--- config.mk ---
export PLATFORM = sky130hd
export DESIGN_NAME = cpu_core_param
export DESIGN_NICKNAME = d
export VERILOG_FILES = /design/src/rtl/cpu_pkg.sv /design/src/rtl/cpu_alu.sv /design/src/rtl/cpu_core_param.sv
export SDC_FILE = /design/constraint.sdc
export NUM_CORES = 1
export LEC_CHECK = 0
export BUFFER_PORTS_ARGS = -buffer_cell sky130_fd_sc_hd__buf_2
export CORE_UTILIZATION = 60
export CTS_CLUSTER_SIZE = 28
export DETAILED_ROUTE_END_ITERATION = 10
export PLACE_DENSITY_LB_ADDON = 0.2
export SYNTH_ARGS = -nofsm -noshare
export SYNTH_HDL_FRONTEND = slang
export SYNTH_SLANG_ARGS = --single-unit
--- constraint.sdc ---
create_clock -name clk -period 2.6 [get_ports clk]
set_input_delay 0.13 -clock clk [delete_from_list [all_inputs] [get_ports clk]]
set_output_delay 0.13 -clock clk [all_outputs]
set_load 0.03 [all_outputs]
--- src/rtl/cpu_pkg.sv ---
// rtl/cpu_pkg.sv - shared opcodes, FSM states and flag bit indices for the accumulator core
package cpu_pkg;

   localparam logic [3:0] OP_NOP  = 4'h0;
   localparam logic [3:0] OP_LDI  = 4'h1;
   localparam logic [3:0] OP_LDA  = 4'h2;
   localparam logic [3:0] OP_STA  = 4'h3;
   localparam logic [3:0] OP_MOV  = 4'h4;
   localparam logic [3:0] OP_ADD  = 4'h5;
   localparam logic [3:0] OP_SUB  = 4'h6;
   localparam logic [3:0] OP_AND  = 4'h7;
   localparam logic [3:0] OP_XOR  = 4'h8;
   localparam logic [3:0] OP_JMP  = 4'h9;
   localparam logic [3:0] OP_JZ   = 4'hA;
   localparam logic [3:0] OP_JC   = 4'hB;
   localparam logic [3:0] OP_LDB  = 4'hC;
   localparam logic [3:0] OP_SWP  = 4'hD;
   localparam logic [3:0] OP_OUT  = 4'hE;
   localparam logic [3:0] OP_HALT = 4'hF;

   typedef enum logic [1:0] {
      ST_EXEC      = 2'd0,
      ST_STALL_OUT = 2'd1,
      ST_HALTED    = 2'd2
   } state_t;

   localparam int FLAG_C = 1;
   localparam int FLAG_Z = 0;

endpackage

--- src/rtl/cpu_alu.sv ---
// rtl/cpu_alu.sv - combinational ALU; flag-neutral opcodes pass R0 and carry through
module cpu_alu
   import cpu_pkg::*;
#(
   parameter int DATA_W = 4
) (
   input  logic [3:0]        op,
   input  logic [DATA_W-1:0] a,
   input  logic [DATA_W-1:0] b,
   input  logic              c_in,
   output logic [DATA_W-1:0] result,
   output logic              c_out,
   output logic              z
);

   always_comb begin
      result = a;
      c_out  = c_in;
      case (op)
         OP_ADD: {c_out, result} = {1'b0, a} + {1'b0, b};
         OP_SUB: begin
            result = a - b;
            c_out  = (b > a);
         end
         OP_AND: result = a & b;
         OP_XOR: result = a ^ b;
         default: ;
      endcase
   end

   assign z = (result == '0);

endmodule

--- src/rtl/cpu_core_param.sv ---
// rtl/cpu_core_param.sv - parametrised accumulator CPU with internal RAM, flags, branches,
// a handshaked OUT port and run/step/halt control
module cpu_core_param
   import cpu_pkg::*;
#(
   parameter int DATA_W  = 4,
   parameter int ADDR_W  = 4,
   parameter int INSTR_W = 4 + ADDR_W
) (
   input  logic               clk,
   input  logic               reset,
   input  logic               run,
   input  logic               step,
   output logic [ADDR_W-1:0]  imem_addr,
   input  logic [INSTR_W-1:0] imem_data,
   output logic [DATA_W-1:0]  out_data,
   output logic               out_valid,
   input  logic               out_ready,
   output logic               halted,
   input  logic [ADDR_W-1:0]  dbg_ram_addr,
   output logic [DATA_W-1:0]  dbg_ram_data,
   output logic [ADDR_W-1:0]  pc_debug,
   output logic [INSTR_W-1:0] instr_debug,
   output logic [DATA_W-1:0]  r0_debug,
   output logic [DATA_W-1:0]  r1_debug,
   output logic [1:0]         flags_debug
);

   localparam int DEPTH = 2 ** ADDR_W;

   state_t              r_state, w_state_next;
   logic [ADDR_W-1:0]   r_pc, w_pc_next, w_pc_inc, w_operand;
   logic [3:0]          w_opcode;
   logic [DATA_W-1:0]   r_r0, r_r1, r_out_data, w_imm, w_alu_result;
   logic                r_c, r_z, r_out_valid, w_alu_c, w_alu_z;
   logic                w_exec, w_accept, w_out_load, w_out_stall, w_flag_op;
   logic [DATA_W-1:0]   r_ram [DEPTH];

   assign w_opcode  = imem_data[INSTR_W-1 -: 4];
   assign w_operand = imem_data[ADDR_W-1:0];
   assign w_pc_inc  = r_pc + ADDR_W'(1);

   generate
      if (ADDR_W >= DATA_W) begin : g_imm_trunc
         assign w_imm = w_operand[DATA_W-1:0];
      end else begin : g_imm_zext
         assign w_imm = {{(DATA_W-ADDR_W){1'b0}}, w_operand};
      end
   endgenerate

   cpu_alu #(.DATA_W(DATA_W)) u_alu (
      .op     (w_opcode),
      .a      (r_r0),
      .b      (r_r1),
      .c_in   (r_c),
      .result (w_alu_result),
      .c_out  (w_alu_c),
      .z      (w_alu_z)
   );

   assign w_exec    = (r_state == ST_EXEC) && (run || step);
   assign w_accept  = r_out_valid && out_ready;
   // An OUT may reload the port in the same cycle the old value is taken, so no bubble.
   assign w_out_load  = w_exec && (w_opcode == OP_OUT) && (!r_out_valid || w_accept);
   assign w_out_stall = w_exec && (w_opcode == OP_OUT) && !w_out_load;
   assign w_flag_op   = (w_opcode == OP_ADD) || (w_opcode == OP_SUB) ||
                        (w_opcode == OP_AND) || (w_opcode == OP_XOR);

   always_comb begin
      w_state_next = r_state;
      w_pc_next    = r_pc;
      case (r_state)
         ST_EXEC: begin
            if (w_exec) begin
               w_pc_next = w_pc_inc;
               case (w_opcode)
                  OP_JMP: w_pc_next = w_operand;
                  OP_JZ:  if (r_z) w_pc_next = w_operand;
                  OP_JC:  if (r_c) w_pc_next = w_operand;
                  OP_OUT: if (w_out_stall) begin
                     w_pc_next    = r_pc;
                     w_state_next = ST_STALL_OUT;
                  end
                  OP_HALT: begin
                     w_pc_next    = r_pc;
                     w_state_next = ST_HALTED;
                  end
                  default: ;
               endcase
            end
         end
         ST_STALL_OUT: if (w_accept) w_state_next = ST_EXEC;
         ST_HALTED:    ;
         default:      w_state_next = ST_EXEC;
      endcase
   end

   always_ff @(posedge clk) begin
      if (reset) begin
         r_state     <= ST_EXEC;
         r_pc        <= '0;
         r_r0        <= '0;
         r_r1        <= '0;
         r_c         <= 1'b0;
         r_z         <= 1'b0;
         r_out_valid <= 1'b0;
         r_out_data  <= '0;
         for (int i = 0; i < DEPTH; i++) r_ram[i] <= '0;
      end else begin
         r_state <= w_state_next;
         r_pc    <= w_pc_next;
         if (w_out_load) begin
            r_out_data  <= r_r0;
            r_out_valid <= 1'b1;
         end else if (w_accept) begin
            r_out_valid <= 1'b0;
         end
         if (w_exec) begin
            if (w_flag_op) begin
               r_r0 <= w_alu_result;
               r_c  <= w_alu_c;
               r_z  <= w_alu_z;
            end
            case (w_opcode)
               OP_LDI: r_r0 <= w_imm;
               OP_LDA: r_r0 <= r_ram[w_operand];
               OP_STA: r_ram[w_operand] <= r_r0;
               OP_MOV: r_r1 <= r_r0;
               OP_LDB: r_r1 <= r_ram[w_operand];
               OP_SWP: begin
                  r_r0 <= r_r1;
                  r_r1 <= r_r0;
               end
               default: ;
            endcase
         end
      end
   end

   assign imem_addr           = r_pc;
   assign pc_debug            = r_pc;
   assign instr_debug         = imem_data;
   assign out_data            = r_out_data;
   assign out_valid           = r_out_valid;
   assign halted              = (r_state == ST_HALTED);
   assign dbg_ram_data        = r_ram[dbg_ram_addr];
   assign r0_debug            = r_r0;
   assign r1_debug            = r_r1;
   assign flags_debug[FLAG_C] = r_c;
   assign flags_debug[FLAG_Z] = r_z;

endmodule

==> results of run 1 <==
## sequential cells by signal, summed over array words and instances, names as in the netlist
register	cells
r_c	1
r0_debug	4
r_ram	64
r_state	2
out_data	4
out_valid	1
r1_debug	4
imem_addr	4
r_z	1
## synthesized netlist by cell type, drive strengths merged (11+ instances only)
| master | n |
|---|---|
| nor4 | 14 |
| clkbuf | 28 |
| a21oi | 12 |
| edfxtp | 64 |
| nand2b | 13 |
| nor2b | 11 |
| buf | 26 |
| nor2 | 37 |
| mux4 | 37 |
| nor3 | 42 |
| o21ai | 23 |
| nand2 | 24 |
| dfxtp | 21 |
## worst max-delay path, cell delays in order, from the launching register on
cell and delay (ns):
dfxtp_1 0.36, nor2_1 0.16, nor4b_2 0.48, or3b_1 0.43, o31ai_1 0.57
## per-layer routing
metal | global-route usage [%] | vias to the layer above | wire (um) | share of wire [%]
met5 | 0 | - | 0 | 0
met4 | 22.9 | 0 | 849 | 6.1
met3 | 4.82 | 60 | 1170 | 8.4
met2 | 51.5 | 256 | 6570 | 47
met1 | 41.9 | 2021 | 5320 | 38
li1 | - | 1882 | - | -
## worst max-delay path by stage
stage / startpoint / end / slack, ns / cells past startpoint
final: r_state[0] / r_ram[0][1] / 0.23 / 4
after floorplan: r0_debug[0] / r0_debug[2] / 0.13 / 10
after CTS: r_state[0] / r_ram[2][0] / 0.25 / 5
after global placement: imem_data[7] / r_ram[0][1] / 0.45 / 5
after detailed placement: imem_data[7] / r_ram[2][2] / 0.26 / 6
after global routing: r_state[0] / r_ram[2][3] / 0.10 / 5
## where the power goes
| part | switching, W | leakage, nW | total [W] | internal, W |
|---|---|---|---|---|
| logic | 0.000387 | 1.18 | 0.000623 | 0.000237 |
| clock network | 0.000481 | 0.113 | 0.00102 | 0.000535 |
| registers | 0.0000439 | 0.833 | 0.00155 | 0.00150 |
## cells in the final DEF (no fill, tap or decap), types with 13 or more instances in the layout
master	Yosys	routed
nand2_1	24	24
nor2_1	37	37
buf_4	15	25
mux4_2	37	37
nor3_1	41	41
o21ai_1	15	15
buf_2	6	52
dfxtp_1	21	21
edfxtp_1	64	64
nor4_1	14	14
nand2b_1	13	13
## cell families after synthesis
family,synth area share [%]
AOI/OAI and AO/OA,10.8
xor gates and xnor gates,0.498
adders and majority gates,2.89
buffers and inverters,5.98
DFF,44.4
muxes,18.6
and+or+nand+nor,16.9
## metrics by stage
step	setup slack, ns	instance area [um2]	total power, W
global placement	0.446	5580	0.00218
detailed placement	0.262	5580	0.00219
finish	0.226	5800	0.00319
global route	0.103	5800	0.00330
CTS	0.248	5800	0.00318
floorplan	0.135	5270	0.00201
## final cells by class
type | instances | area (um2) | area share, %
multi-input cells | 321 | 2620 | 45.1
flip-flops and latches | 85 | 2340 | 40.4
repair buffers | 77 | 448 | 7.73
clock buffers | 12 | 166 | 2.87
well taps | 105 | 131 | 2.27
clock inverters | 4 | 52.6 | 0.906
inverters | 11 | 41.3 | 0.712
==> qor.txt, run 1 <==
initial DRC count - 365
Slew Viols, Final - 0
initial antenna violation count - 0
row count - 33
WHS - 0.155 ns
Critical Path Source Type - register
Pre-antenna DRT Iters - 4
fin util - 69.5%
Worst R2R Start - r_state[0]
Synth warnings - 0
status - finished clean
GRT Residual Overflow - 0
register area share after synthesis - 44.4%
Synth Net Count - 499
asr flop ratio synth - 0%
mean post-synth cell area - 11.2 um2
achievable frequency - 421 MHz
# IOs - 53
Die H - 95.8 um
Min-Delay Path Class - input port to register
clock transition at the registers of the reported paths - 0.09 ns
crit share post-route - 91.3%
total CTS buffers - 9
Tot GR Track Use - 32.7%
Yosys top cell area share - 36.4%
clock skew - 0.0121 ns
Reg2Reg Capture Point - r_ram[0][1]
Hold EP - out_valid
r2r setup slk - 0.23 ns
filler instances - 609
vias in the first global route - 3979
element type at the critical path end - register
largest net degree at the start of global routing - 24
Mapped Cells - 471
post-route setup TNS - 0 ns
Cell Pwr Density - 550 mW/mm2
Hold Violations, Final - 0
final setup violation count - 0
Layout area overhead - 9.94%
Post-layout nets - 533
Critical Path AT - 2.36 ns
RSZ-0062 raised after global routing - false
via count - 4219
diode count - 0
share of cells above drive strength 1 - 25.9%
Routed Antenna Nets - 0
Post-CTS Resized - 0
Synth area leader - edfxtp_1
CTS tree - built
hold_buf cts - 0
cell count of the worst hold path - 3
core area - 0.00834 mm2
post-synthesis instance area - 0.00527 mm2
Inst Count DP - 599
Worst-Skew Late Latency - 0.36 ns
Distinct cells, synth - 64
crit path time final - 2.37 ns
GPL Wtd Cong - 0.932
post-DR vias/cell - 6.86
Rel. slew slack - 48.4%
H-tree depth - 3
CTS Buffer Depth - 2
DRC errors left - 0
Final Non-Filler Cells - 615
Lkg Pwr - 2.13 nW
DP HPWL - 10100 um
Worst EP required - 2.58 ns
wire length of the first global-routing pass - 21400 um
number of synthesized flops with an enable pin - 64
measured slew at the worst slew-check pin - 0.773 ns
worst-case reg-to-reg path depth - 4
CTS sink cnt - 85
final WL - 13900 um
VDD IR-drop max - 0.351 mV
post-CTS setup buffer count - 0
MaxCap Viol Count - 0
crit path kind - register to register
HP Start - out_ready
WL/cell - 22.6 um
Synth area leaders - edfxtp_1 36%, mux4_2 16%, dfxtp_1 8.0%
#FFs+latches synth - 85
Initial Util - 63.2%
Clock Root Buffer - clkbuf_8
Critical Path Fanout Max - 5
Most used DFF post-synth - edfxtp_1
Die Area - 0.00917 mm2
PortBufs - 52
die width - 95.8 um
Power figures use the tool's default switching activity.
==> inputs of run 2 (changes only) <==
--- a/config.mk
+++ b/config.mk
@@ -5,6 +5,7 @@
 export SDC_FILE = /design/constraint.sdc
 export NUM_CORES = 1
 export LEC_CHECK = 0
+export ABC_AREA = 1
 export BUFFER_PORTS_ARGS = -buffer_cell sky130_fd_sc_hd__buf_2
 export CORE_UTILIZATION = 60
 export CTS_CLUSTER_SIZE = 28
==> run 2 against run 1 <==
Critical path depth rose by 8; first-iteration DRC count rose by 43%; global-route usage rose by 1.8 points; cell area fell by 1.3%; combinational power fell by 1%; count of clock-buffer cells in the layout fell by 2; via count rose by 22%; core utilization fell by 1.2 points; non-clock buffer count fell by 19; critical path type unchanged.
==> qor.txt, run 2 <==
GRT Residual Overflow - 0
post-synthesis compound-gate area fraction - 14.0%
diode count - 0
# IOs - 53
Most used DFF post-synth - edfxtp_1
Layout area overhead - 7.67%
Cell Pwr Density - 546 mW/mm2
crit path time final - 2.01 ns
post-CTS setup buffer count - 0
Routed Antenna Nets - 0
synth cell count leaders - 240 x nand2_1, 120 x nor2_1, 72 x o21ai_0
element type at the critical path end - register
post-synthesis xor/xnor area fraction - 0.329%
MaxCap Viol Count - 0
Pre-antenna DRT Iters - 5
most frequent cells in the layout - 240 x nand2_1, 120 x nor2_1, 72 x o21ai_0
worst-case reg-to-reg path depth - 12
flip-flop and latch area - 0.00234 mm2
Worst R2R Start - r0_debug[0]
NetSw - 0.00100 W
DP HPWL - 10800 um
Die H - 96.1 um
most common cell in the netlist - nand2_1
Net Sw Frac - 32.1%
DRC errors left - 0
Post-layout nets - 795
clock skew - 0.0236 ns
Die Area - 0.00924 mm2
mux cell area share after synthesis - 0.565%
Synth warnings - 0
total CTS buffers - 9
initial antenna violation count - 0
final WL - 15100 um
largest net degree at the start of global routing - 42
share of cells above drive strength 1 - 11.3%
initial DRC count - 523
clock group share of total power - 30.1%
r2r setup slk - 0.59 ns
largest family of logic cells by synthesized area - simple AND/OR/NAND/NOR gates
crit share post-route - 77.3%
vias in the first global route - 4680
Reg2Reg Capture Point - r0_debug[1]
hold_buf cts - 0
Post-CTS Resized - 0
Tot GR Track Use - 34.5%
Hold Violations, Final - 0
row count - 33
via count - 5152
core area - 0.00838 mm2
die width - 96.1 um
Adder-Cell Fraction of Synth Area - 2.87%
Critical Path Source Type - register
WHS - 0.0817 ns
RSZ-0062 raised after global routing - false
post-synthesis instance area - 0.00532 mm2
Synth area leaders - edfxtp_1 36%, nand2_1 17%, nor2_1 8.5%
CTS sink cnt - 85
asr flop ratio synth - 0%
Int Power - 0.00212 W
status - finished clean
Slew Viols, Final - 0
CTS Buffer Depth - 2
post-synthesis simple-gate area fraction - 29.6%
Clock Root Buffer - clkbuf_8
measured slew at the worst slew-check pin - 0.794 ns
register share of total power - 50.1%
Distinct cells, synth - 34
number of synthesized flops with an enable pin - 64
Critical Path Fanout Max - 7
VDD IR-drop max - 0.400 mV
register area share after synthesis - 44.0%
Comb pwr share - 19.7%
Worst EP required - 2.86 ns
filler instances - 741
Min-Delay Path Class - input port to register
Rel. slew slack - 47.0%
CTS tree - built
Lkg Pwr - 2.59 nW
total chip power - 0.00313 W
PortBufs - 52
Synth area leader - edfxtp_1
Critical Path AT - 2.27 ns
Yosys top cell area share - 36.1%
wire length of the first global-routing pass - 23500 um
Worst-Skew Late Latency - 0.37 ns
multi-input logic area - 0.00252 mm2
cell count of the worst hold path - 2
largest register by flop count - r_ram
post-route setup TNS - 0 ns
final setup violation count - 0
Mapped Cells - 738
#FFs+latches synth - 85
achievable frequency - 497 MHz
mean post-synth cell area - 7.21 um2
crit path kind - register to register
Initial Util - 63.4%
GPL Wtd Cong - 0.973
H-tree depth - 3
HP Start - reset
max reg flops - 64
Hold EP - imem_addr[3]
most common cell after layout, fill and taps aside - nand2_1
Synth Net Count - 766
clock transition at the registers of the reported paths - 0.09 ns
post-DR vias/cell - 5.88
WL/cell - 17.2 um
-- run 2: power groups by stage --
stage               logic (W)  registers [W]  clock network [W]
detailed placement   0.000603        0.00160                  0
floorplan            0.000407        0.00161                  0
global placement     0.000597        0.00159                  0
global route         0.000680        0.00157            0.00100
CTS                  0.000605        0.00156           0.000944
finish               0.000617        0.00157           0.000942
-- run 2: cells by family after synthesis --
| kind of cell | after synthesis |
|---|---|
| buffers and inverters | 103 |
| muxes | 3 |
| adders and majority gates | 11 |
| xor gates and xnor gates | 2 |
| AOI/OAI and AO/OA | 137 |
| and+or+nand+nor | 397 |
| DFF | 85 |
-- run 2: per-stage QoR --
stage / utilization, % / setup slack [ns] / instances / area (um2)
final: 68.3 / 0.590 / 876 / 5730
after global routing: 68.3 / 0.308 / 876 / 5730
after CTS: 68.3 / 0.608 / 876 / 5730
after detailed placement: 66.1 / 0.628 / 861 / 5540
after global placement: 66.1 / 0.686 / 861 / 5540
after floorplan: - / 0.198 / 738 / 5320
-- run 2: cell type report --
class	count	share of cell area, %
Multi-Input combinational cell	550	44.0
Sequential cell	85	40.9
Timing Repair Buffer	58	5.33
Inverter	63	4.13
Tap cell	105	2.29
Clock buffer	10	2.23
Clock inverter	5	1.07
-- run 2: worst max-delay path, stage by stage (launching register included) --
cell	delay (ns)
dfxtp_1	0.47
clkinv_1	0.14
ha_1	0.21
inv_1	0.08
fa_1	0.41
nand2_1	0.07
nand2_1	0.04
nor2_1	0.13
o21ai_0	0.10
nand2_1	0.07
nand2_1	0.05
nor2_1	0.10
nor2_1	0.04
-- run 2: how the worst max path moves through the flow --
stage                     start          end  slack, ns  depth (start not counted)
floorplan           r0_debug[0]  r0_debug[1]       0.20                         13
global placement    r0_debug[0]  r0_debug[1]       0.69                         12
detailed placement  r0_debug[0]  r0_debug[1]       0.63                         12
CTS                 r0_debug[0]  r0_debug[1]       0.61                         12
global route        r0_debug[0]  r0_debug[1]       0.31                         12
finish              r0_debug[0]  r0_debug[1]       0.59                         12
-- run 2: layer usage --
| layer | up-vias | global-route usage (%) | share of wire [%] |
|---|---|---|---|
| met5 | - | 0 | 0 |
| met4 | 0 | 14.8 | 3.3 |
| met3 | 58 | 7.66 | 10 |
| met2 | 313 | 51.2 | 45 |
| met1 | 2323 | 48.1 | 42 |
| li1 | 2458 | - | - |
